## src/rtl/hit_pkg.sv

```systemverilog
// Shared types and sizes for the bullet/meteor collision scanner.
package hit_pkg;

  localparam int COORD_W     = 10;
  localparam int SCORE_W     = 16;
  localparam int MAX_METEORS = 16;

  typedef enum logic [1:0] {
    IDLE,
    SCAN,
    HIT,
    DONE
  } state_e;

endpackage

```

## src/rtl/overlap_check.sv

```systemverilog
// Axis-aligned box overlap between two centred squares, evaluated one bit
// wider than the coordinates so differences and reach never wrap.
module overlap_check
  import hit_pkg::*;
(
  input  logic [COORD_W-1:0] ax_i,
  input  logic [COORD_W-1:0] ay_i,
  input  logic [COORD_W-1:0] as_i,
  input  logic [COORD_W-1:0] bx_i,
  input  logic [COORD_W-1:0] by_i,
  input  logic [COORD_W-1:0] bs_i,
  output logic               overlap_o
);

  logic [COORD_W:0] dx, dy, reach;

  always_comb begin
    dx = (ax_i >= bx_i) ? ({1'b0, ax_i} - {1'b0, bx_i}) : ({1'b0, bx_i} - {1'b0, ax_i});
    dy = (ay_i >= by_i) ? ({1'b0, ay_i} - {1'b0, by_i}) : ({1'b0, by_i} - {1'b0, ay_i});
    reach = {1'b0, as_i} + {1'b0, bs_i};
    overlap_o = (dx < reach) && (dy < reach);
  end

endmodule

```

## src/rtl/bullet_hit_detect.sv

```systemverilog
// Per-frame bullet-vs-meteor scanner: one slot per Clk, lowest hit slot wins.
// Optional HIT_SCORE_EN macro enables the saturating hit counter on score.
module bullet_hit_detect
  import hit_pkg::*;
#(
  parameter int NUM_METEORS = 8
) (
  input  logic                           Clk,
  input  logic                           Reset_n,
  input  logic                           frame_clk,
  input  logic                           bullet_active,
  input  logic [COORD_W-1:0]             bullet_X,
  input  logic [COORD_W-1:0]             bullet_Y,
  input  logic [COORD_W-1:0]             bullet_size,
  input  logic [COORD_W*NUM_METEORS-1:0] meteor_X,
  input  logic [COORD_W*NUM_METEORS-1:0] meteor_Y,
  input  logic [COORD_W*NUM_METEORS-1:0] meteor_S,
  input  logic [NUM_METEORS-1:0]         meteor_alive,
  output logic                           bullet_hit,
  output logic                           meteor_kill,
  output logic [3:0]                     meteor_hit_idx,
  output logic [SCORE_W-1:0]             score
);

  if (NUM_METEORS < 1 || NUM_METEORS > MAX_METEORS) begin : gBadParam
    $error("NUM_METEORS out of range");
  end

  localparam logic [3:0] LAST_SLOT = 4'(NUM_METEORS - 1);

  state_e             state_q;
  logic [2:0]         sync_q;
  logic [3:0]         slot_q;
  logic               bulletActive_q;
  logic [COORD_W-1:0] bulletX_q, bulletY_q, bulletS_q;
  logic               hit_q, kill_q;
  logic [3:0]         hitIdx_q;

  logic               frameTick, slotOverlap, slotHit, slotAlive;
  logic [COORD_W-1:0] slotX, slotY, slotS;

  assign frameTick = sync_q[1] & ~sync_q[2];

  // Slot data is muxed live from the packed inputs; only the bullet is frozen.
  always_comb begin
    slotX     = '0;
    slotY     = '0;
    slotS     = '0;
    slotAlive = 1'b0;
    for (int i = 0; i < NUM_METEORS; i++) begin
      if (slot_q == 4'(i)) begin
        slotX     = meteor_X[i*COORD_W +: COORD_W];
        slotY     = meteor_Y[i*COORD_W +: COORD_W];
        slotS     = meteor_S[i*COORD_W +: COORD_W];
        slotAlive = meteor_alive[i];
      end
    end
  end

  overlap_check uOverlap (
    .ax_i      (bulletX_q),
    .ay_i      (bulletY_q),
    .as_i      (bulletS_q),
    .bx_i      (slotX),
    .by_i      (slotY),
    .bs_i      (slotS),
    .overlap_o (slotOverlap)
  );

  assign slotHit = slotAlive & slotOverlap;

  // Kill and hit are registered on leaving HIT, so a tick during HIT suppresses them.
  always_ff @(posedge Clk or negedge Reset_n) begin
    if (!Reset_n) begin
      state_q        <= IDLE;
      sync_q         <= '0;
      slot_q         <= '0;
      bulletActive_q <= 1'b0;
      bulletX_q      <= '0;
      bulletY_q      <= '0;
      bulletS_q      <= '0;
      hit_q          <= 1'b0;
      kill_q         <= 1'b0;
      hitIdx_q       <= '0;
    end else begin
      sync_q <= {sync_q[1:0], frame_clk};
      kill_q <= 1'b0;
      if (frameTick) begin
        hit_q          <= 1'b0;
        bulletActive_q <= bullet_active;
        bulletX_q      <= bullet_X;
        bulletY_q      <= bullet_Y;
        bulletS_q      <= bullet_size;
        slot_q         <= '0;
        state_q        <= SCAN;
      end else begin
        case (state_q)
          SCAN: begin
            if (!bulletActive_q) begin
              state_q <= DONE;
            end else if (slotHit) begin
              state_q <= HIT;
            end else if (slot_q == LAST_SLOT) begin
              state_q <= DONE;
            end else begin
              slot_q <= slot_q + 4'd1;
            end
          end
          HIT: begin
            hit_q    <= 1'b1;
            kill_q   <= 1'b1;
            hitIdx_q <= slot_q;
            state_q  <= DONE;
          end
          default: ;
        endcase
      end
    end
  end

  assign bullet_hit     = hit_q;
  assign meteor_kill    = kill_q;
  assign meteor_hit_idx = hitIdx_q;

`ifdef HIT_SCORE_EN
  logic [SCORE_W-1:0] score_q, score_d;

  always_comb begin
    score_d = score_q;
    if (state_q == HIT && !frameTick && score_q != {SCORE_W{1'b1}}) begin
      score_d = score_q + 1'b1;
    end
  end

  always_ff @(posedge Clk or negedge Reset_n) begin
    if (!Reset_n) begin
      score_q <= '0;
    end else begin
      score_q <= score_d;
    end
  end

  assign score = score_q;
`else
  assign score = '0;
`endif

endmodule

```

## config.mk

```make
export PLATFORM = sky130hd
export DESIGN_NAME = bullet_hit_detect
export DESIGN_NICKNAME = d
export VERILOG_FILES = /design/src/rtl/hit_pkg.sv /design/src/rtl/overlap_check.sv /design/src/rtl/bullet_hit_detect.sv
export SDC_FILE = /design/constraint.sdc
export NUM_CORES = 1
export LEC_CHECK = 0
export BUFFER_PORTS_ARGS = -buffer_cell sky130_fd_sc_hd__buf_2
export CORE_MARGIN = 5
export CORE_UTILIZATION = 44
export DETAILED_ROUTE_END_ITERATION = 6
export PLACE_DENSITY = 0.82
export SKIP_LAST_GASP = 1
export SLEW_MARGIN = 15
export SYNTH_ARGS = -nofsm -noshare
export SYNTH_HDL_FRONTEND = slang
export SYNTH_SLANG_ARGS = --single-unit
```

## constraint.sdc

```tcl
create_clock -name Clk -period 5.4 [get_ports Clk]
set_input_delay 0.27 -clock Clk [delete_from_list [all_inputs] [get_ports Clk]]
set_output_delay 0.27 -clock Clk [all_outputs]
set_load 0.02 [all_outputs]
```

### Yosys cells after proc, flatten, opt, wreduce, memory -nomap -nowiden

Index checks and enable logic that the tools add are counted.

| storage, ports and cells | value |
|---|---|
| register bits after elaboration | 46 |
| bits in latches | 0 |
| RAM bits | 0 |
| bits in read-only memories | 0 |
| output and inout bits | 22 |
| memories kept | 0 |

| cells by class | value |
|---|---|
| $add $sub $neg | 6 |
| multipliers | 0 |
| div/mod/pow operators | 0 |
| magnitude comparators | 4 |
| eq/ne operators | 12 |
| shift-type cells | 0 |
| multiplexer cells | 48 |
| bitwise gates (word level) | 4 |
| reduce and logical (&&, ||, !) cells | 9 |

Operator list:

| operator | number |
|---|---|
| 2-to-1 mux 10 bit | 24 |
| subtractor 10 x 10 -> 11 bit | 4 |
| less-than comparator 11 bit | 2 |
| 2-to-1 mux 11 bit | 2 |
| greater-or-equal comparator 10 bit | 2 |
| 2-to-1 mux 4 bit | 5 |
| == test 4 x 3 -> 1 bit, second input constant | 4 |
| 2-to-1 mux 1 bit | 12 |
| adder 10 x 10 -> 11 bit | 1 |
| == test 4 x 2 -> 1 bit, second input constant | 2 |
| 2-to-1 mux 2 bit | 4 |
| nonzero test 2 bit | 3 |
| != test 5 bit, second input constant | 1 |
| adder 4 x 1 -> 4 bit, second input constant | 1 |
| == test 4 x 1 -> 1 bit, second input constant | 1 |
| zero test 4 bit | 1 |
| != test 2 bit, second input constant | 2 |
| one-hot mux 2 bit (2 select lines) | 1 |
| AND reduction 2 bit | 2 |
| AND reduction 4 bit | 1 |
| nonzero test 3 bit | 1 |
| bitwise AND 1 bit | 2 |
| == test 2 x 1 -> 1 bit, second input constant | 1 |
| == test 2 bit, second input constant | 1 |
| 2 further kinds | 3 |

### Longest topological paths before layout

| logic depth | value |
|---|---|
| depth after elaboration | 18 |
| gate-level depth with buffers | 29 |

### Cells and area by module

Synthesis repeated with hierarchy kept, for this count alone.

| second synthesis, totals | value |
|---|---|
| cells, all modules | 853 |
| area total of the unflattened synthesis | 6802.8 um^2 |

Modules (own cells, without submodules):

| module | instances | cells an instance | area each (um^2) | sequential area each (um^2) |
|---|---|---|---|---|
| bullet_hit_detect | 1 | 451 | 3870.0 | 1151.1 |
| overlap_check | 1 | 402 | 2932.8 | 0.0 |

### Worst setup path after synthesis

Ideal clock, no wire load.

| path | value |
|---|---|
| kind | register -> register |
| from | reg slot_q[1] |
| to | reg slot_q[3] |
| library setup time | 0.078 ns |
| data arrival time | 5.764 ns |
| required time | 5.322 ns |
| path slack | -0.443 ns |
| stages on the path, launching flop included | 28 |
| period minus slack after synthesis | 5.843 ns |
| cell sequence | dfrtp_1 -> inv_1 -> ha_1 -> nor4b_1 -> clkbuf_1 -> a221oi_1 -> nor3_1 -> a221oi_1 -> a211oi_1 -> a21oi_1 -> a21oi_1 -> ha_1 -> buf_6 -> a21o_1 -> a21oi_1 -> o211ai_2 -> a221oi_4 -> mux2_2 -> a311oi_1 -> o21ai_1 -> xor2_1 -> ha_1 -> nand4_1 -> o221ai_1 -> and4bb_1 -> a21o_1 -> or3_1 -> a21oi_1 |

| between the ends | value |
|---|---|
| word-level cells in the longest chain between the ends | 16 |

Ends and longest elaborated chain:

| what | RTL line | RTL |
|---|---|---|
| start: declaration | bullet_hit_detect.sv:33 | `logic [3:0] slot_q;` |
| start signal: assignment | bullet_hit_detect.sv:106 | `slot_q <= slot_q + 4'd1;` |
| zero test 4 bit | bullet_hit_detect.sv:51 | `if (slot_q == 4'(i)) begin` |
| 2-to-1 mux 10 bit (8 in series) | bullet_hit_detect.sv:51 |  |
| subtractor 10 x 10 -> 11 bit (tied with other cells) | overlap_check.sv:18 | `dx = (ax_i >= bx_i) ? ({1'b0, ax_i} - {1'b0, bx_i}) : ({1'b0, bx_i} - {1'b0, ax_i});` |
| 2-to-1 mux 11 bit (on tied branches) | overlap_check.sv:18, overlap_check.sv:19 |  |
| less-than comparator 11 bit | overlap_check.sv:21 | `overlap_o = (dx < reach) && (dy < reach);` |
| logical AND 1 bit | overlap_check.sv:21 |  |
| bitwise AND 1 bit | bullet_hit_detect.sv:70 | `assign slotHit = slotAlive & slotOverlap;` |
| != test 2 bit (no source line) | n/a |  |
| AND reduction 4 bit (no source line) | n/a |  |

Parallel ways exist; a longest one is shown, timed or not. The select of a mux whose other input is x is not followed.
A chain may end at the register's enable or synchronous reset.

### Worst setup path after layout

| path | value |
|---|---|
| from | reg slot_q[0] |
| to | reg slot_q[3] |

The elaborated chain is that of the path after synthesis.

==> results.py <==
metrics = {
    "drt": {
        "drt_drc_violations_left": 0,
        "via_count": 8212,
        "drtPass1Iterations": 7,
        "antenna_violating_nets_post_route": 0,
        "routed_wl_microns": 27000,
        "detail_route.iter0.violations": 572,
        "route.detailed.vias_per_inst": 5.73,
        "drt-wirelength-per-cell_microns": 18.8,
    },
    "timing": {
        "worst_skew_ns": 0.0150,
        "unrepaired_setup_endpoints_after_global_routing": "yes",
        "finalWorstPathRequiredPeriod_ns": 5.90,
        "timing.max_slew.rel_slack_pct": 55.2,
        "slew_viol_final": 0,
        "final.setup.worst_slack_ns": -0.504,
        "fin_hold_ws_ns": -0.0183,
        "max_slew.worst_pin.slew_ns": 0.673,
        "setup-violations-final": 6,
        "timing.final.hold_violations": 12,
        "final_layout_setup_total_negative_slack_ns": -2.23,
        "final_min_period_over_clock_period_pct": 109,
        "maxClockFrequency_mhz": 169,
    },
    "critical_path": {
        "critical_path_required_ns": 5.63,
        "critPathArrivalTime_ns": 6.13,
        "ff2ff_path_depth": 28,
        "largest_stage_delay_on_the_critical_path_ns": 0.41,
        "cp-start-kind": "flip-flop",
        "critical_path.slowest_cell": "sky130_fd_sc_hd__dfrtp_1",
        "r2r_slack_ns": -0.50,
        "endpoint_kind": "flip-flop",
        "critical-path-top-cell-by-count": "sky130_fd_sc_hd__a21oi_2",
        "crit_type": "flip-flop to flip-flop",
        "crit_start": "slot_q[0]",
        "worst_r2r_endpoint": "slot_q[3]",
        "setup.worst_path.end": "slot_q[3]",
        "regToRegStartpoint": "slot_q[0]",
        "critPathMaxFanout": 6,
    },
    "clock_network": {
        "clock_insertion_delay_worst_skew_ns": 0.30,
        "cts_hold_buf": 0,
        "cts_tree": "done",
        "path_clk_slew_ns": 0.08,
        "max-clock-path-buffers": 2,
        "cts_buffers": 5,
        "clock_tree.root_cell": "sky130_fd_sc_hd__clkbuf_16",
        "clkSinkCount": 46,
        "htreeDepth": 2,
    },
    "layout": {
        "layout.filler_cells": 1095,
        "num-nets-final": 1613,
        "layout-drive-gt1-share_pct": 46.0,
        "final_cells": 1433,
        "layout-area-overhead-vs-synth_pct": 55.9,
        "antennaDiodeCount": 0,
        "post_route_cell_area_sq_mm": 0.00988,
    },
    "synthesis": {
        "yosys_most_used_dff": "sky130_fd_sc_hd__dfrtp_1",
        "synth_enable_flop_cells": 0,
        "synthesis.yosys.warnings": 0,
        "synth_commonest_cells": "105 x sky130_fd_sc_hd__nor2_1, 101 x sky130_fd_sc_hd__a21oi_1, 81 x sky130_fd_sc_hd__nand2_1",
        "yosys.cell_types.count": 60,
        "synth_area_per_cell_sq_um": 7.41,
        "synth_largest_type_area_fraction_pct": 18.2,
        "synth_area_leader_cell": "sky130_fd_sc_hd__dfrtp_1",
        "synth-async-reset-ratio_pct": 100,
        "synth_seq_area_share_pct": 18.2,
        "area_of_the_mapped_netlist_sq_mm": 0.00634,
        "post_synth_main_area_contributors": "sky130_fd_sc_hd__dfrtp_1 18%, sky130_fd_sc_hd__ha_1 15%, sky130_fd_sc_hd__a221oi_1 8.4%, sky130_fd_sc_hd__a21oi_1 8.0%, sky130_fd_sc_hd__nor2_1 6.2%",
        "yosys.cell_count.top_type": "sky130_fd_sc_hd__nor2_1",
        "syn_inst": 855,
        "synth.ff_latch_count": 46,
    },
    "job": {
        "max-cap-violations": 0,
    },
    "placed_design": {
        "hpwl_microns": 20200,
        "numPlacedInstances": 1379,
        "placement.io_buffers": 287,
        "postPlaceCellArea_sq_mm": 0.00882,
        "gp_congestion": 0.938,
        "placement.setup.worst_slack_ns": -0.381,
    },
    "die": {
        "die_height_microns": 130,
        "die_width_microns": 130,
        "core_area_sq_mm": 0.0140,
        "dieArea_sq_mm": 0.0169,
        "num_rows": 43,
        "floorplan.io_pins": 304,
        "initial_standard_cell_utilization_of_the_core_pct": 45.3,
    },
    "power_and_ir_drop": {
        "power_leakage_uw": 0.00507,
        "p_sw_share_pct": 46.1,
        "cell_area_power_density_mw_per_mm2": 881,
        "peakVddDrop_mv": 0.491,
        "p_comb_share_pct": 91.2,
        "cell_internal_pwr_uw": 4690,
        "power.clock.fraction_pct": 3.7,
        "power.sequential.fraction_pct": 5.1,
        "net-switching-power_uw": 4020,
    },
    "global_routing": {
        "grt_pass1_vias": 8061,
        "antenna_found_initial": 4,
        "globalRoute.totalOverflow": 0,
        "grt_start_max_net_pins": 56,
        "grt_first_pass_wirelength_microns": 40700,
        "grt_usage_pct": 30.3,
    },
    "worst_hold_path": {
        "timing.hold.worst.class": "primary input to async pin",
    },
    "run_status": {
        "violations_in_the_final_reports": "negative hold slack, negative setup slack",
        "run_status": "complete, but fails checks",
    },
}
## metal layers
| layer | global-route usage (%) | wire, microns |
|---|---|---|
| met5 | 0 | 48 |
| met4 | 8.62 | 852 |
| met1 | 38.2 | 10800 |
| met2 | 51.7 | 12700 |
| met3 | 7.12 | 2540 |
## sequential cells by signal, indices dropped and copies added, names as in the netlist
| register | count |
|---|---|
| bulletS_q | 10 |
| bulletActive_q | 1 |
| bullet_hit | 1 |
| slot_q | 4 |
| meteor_kill | 1 |
| sync_q | 3 |
| meteor_hit_idx | 4 |
| state_q | 2 |
| bulletX_q | 10 |
| bulletY_q | 10 |
## final cells by class
class                   instances  area, sq um  share of cell area, %
clock buffers                   5          125                   1.27
well taps                     180          225                   2.28
clock inverters                 3         21.3                  0.215
flip-flops and latches         46         1150                   11.6
repair buffers                452         2900                   29.3
inverters                      41          154                   1.56
multi-input cells             706         5310                   53.7
## power by group through the flow
stage               clock network (uW)  registers (uW)  logic [uW]
floorplan                            0             451        4420
global placement                     0             444        6470
detailed placement                   0             446        6620
CTS                                326             435        7480
global route                       341             447        8660
finish                             323             440        7950
## how the worst min path moves through the flow
| stage | end | depth (start not counted) |
|---|---|---|
| 4_1_cts | sync_q[0] | 1 |
| 3_5_place_dp | sync_q[1] | 0 |
| 2_1_floorplan | bulletActive_q | 0 |
| 6_report | bulletY_q[1] | 1 |
| 3_3_place_gp | sync_q[1] | 0 |
| 5_1_grt | bulletY_q[1] | 1 |
## logic make-up after synthesis
logic type | Yosys count | synth area share, %
simple gates | 254 | 17.2
flops | 46 | 18.2
fa+ha+maj | 79 | 16.2
compound gates | 315 | 33.8
buf+inv | 118 | 8.29
xor+xnor | 25 | 3.45
other cells | 1 | 0.0592
mux | 17 | 2.86
## what timing repair did
item                                    4_1_cts  5_1_grt
cloned                                        2        1
setup buffers                                37        6
endpoints found under the setup margin        6        6
pin swaps                                    58       24
resized for setup                            75       34
## placed cells by master, fill, tap and decap left out, drive strengths merged, types with 3 or more instances in the layout
master  netlist  final
xor2         10     10
mux2          9      9
o211ai        3      3
conb          1     16
a221oi       63     63
a21o         41     41
nor2b         4      4
xnor2        15     15
o21a          6      6
nor2        105    105
o21bai        7      7
nand2b        4      4
ha           74     74
and2          4      4
nand4         4      4
o21ai        43     43
dfrtp        46     46
a21oi       101    101
mux2i         8      8
a211oi       33     33
nand2        81     81
buf          22    451
clkbuf       55      6
nand3         9      9
nor3         32     32
fa            5      5
inv          41     41
## through the flow
step                      util, %  total power [uW]
after floorplan                 -              4880
after global placement       63.0              6910
after detailed placement     63.0              7060
after CTS                    68.9              8240
after global routing         70.6              9450
final                        70.6              8710
## critical path: cells and delay by family, from the launching register on
family          cells  cell delay (ns)
compound gates     14             2.48
simple gates        5             1.15
fa+ha+maj           3             0.65
buf+inv             4             0.63
flops               1             0.41
mux                 1             0.31
xor+xnor            1             0.18
Power figures use the tool's default switching activity.
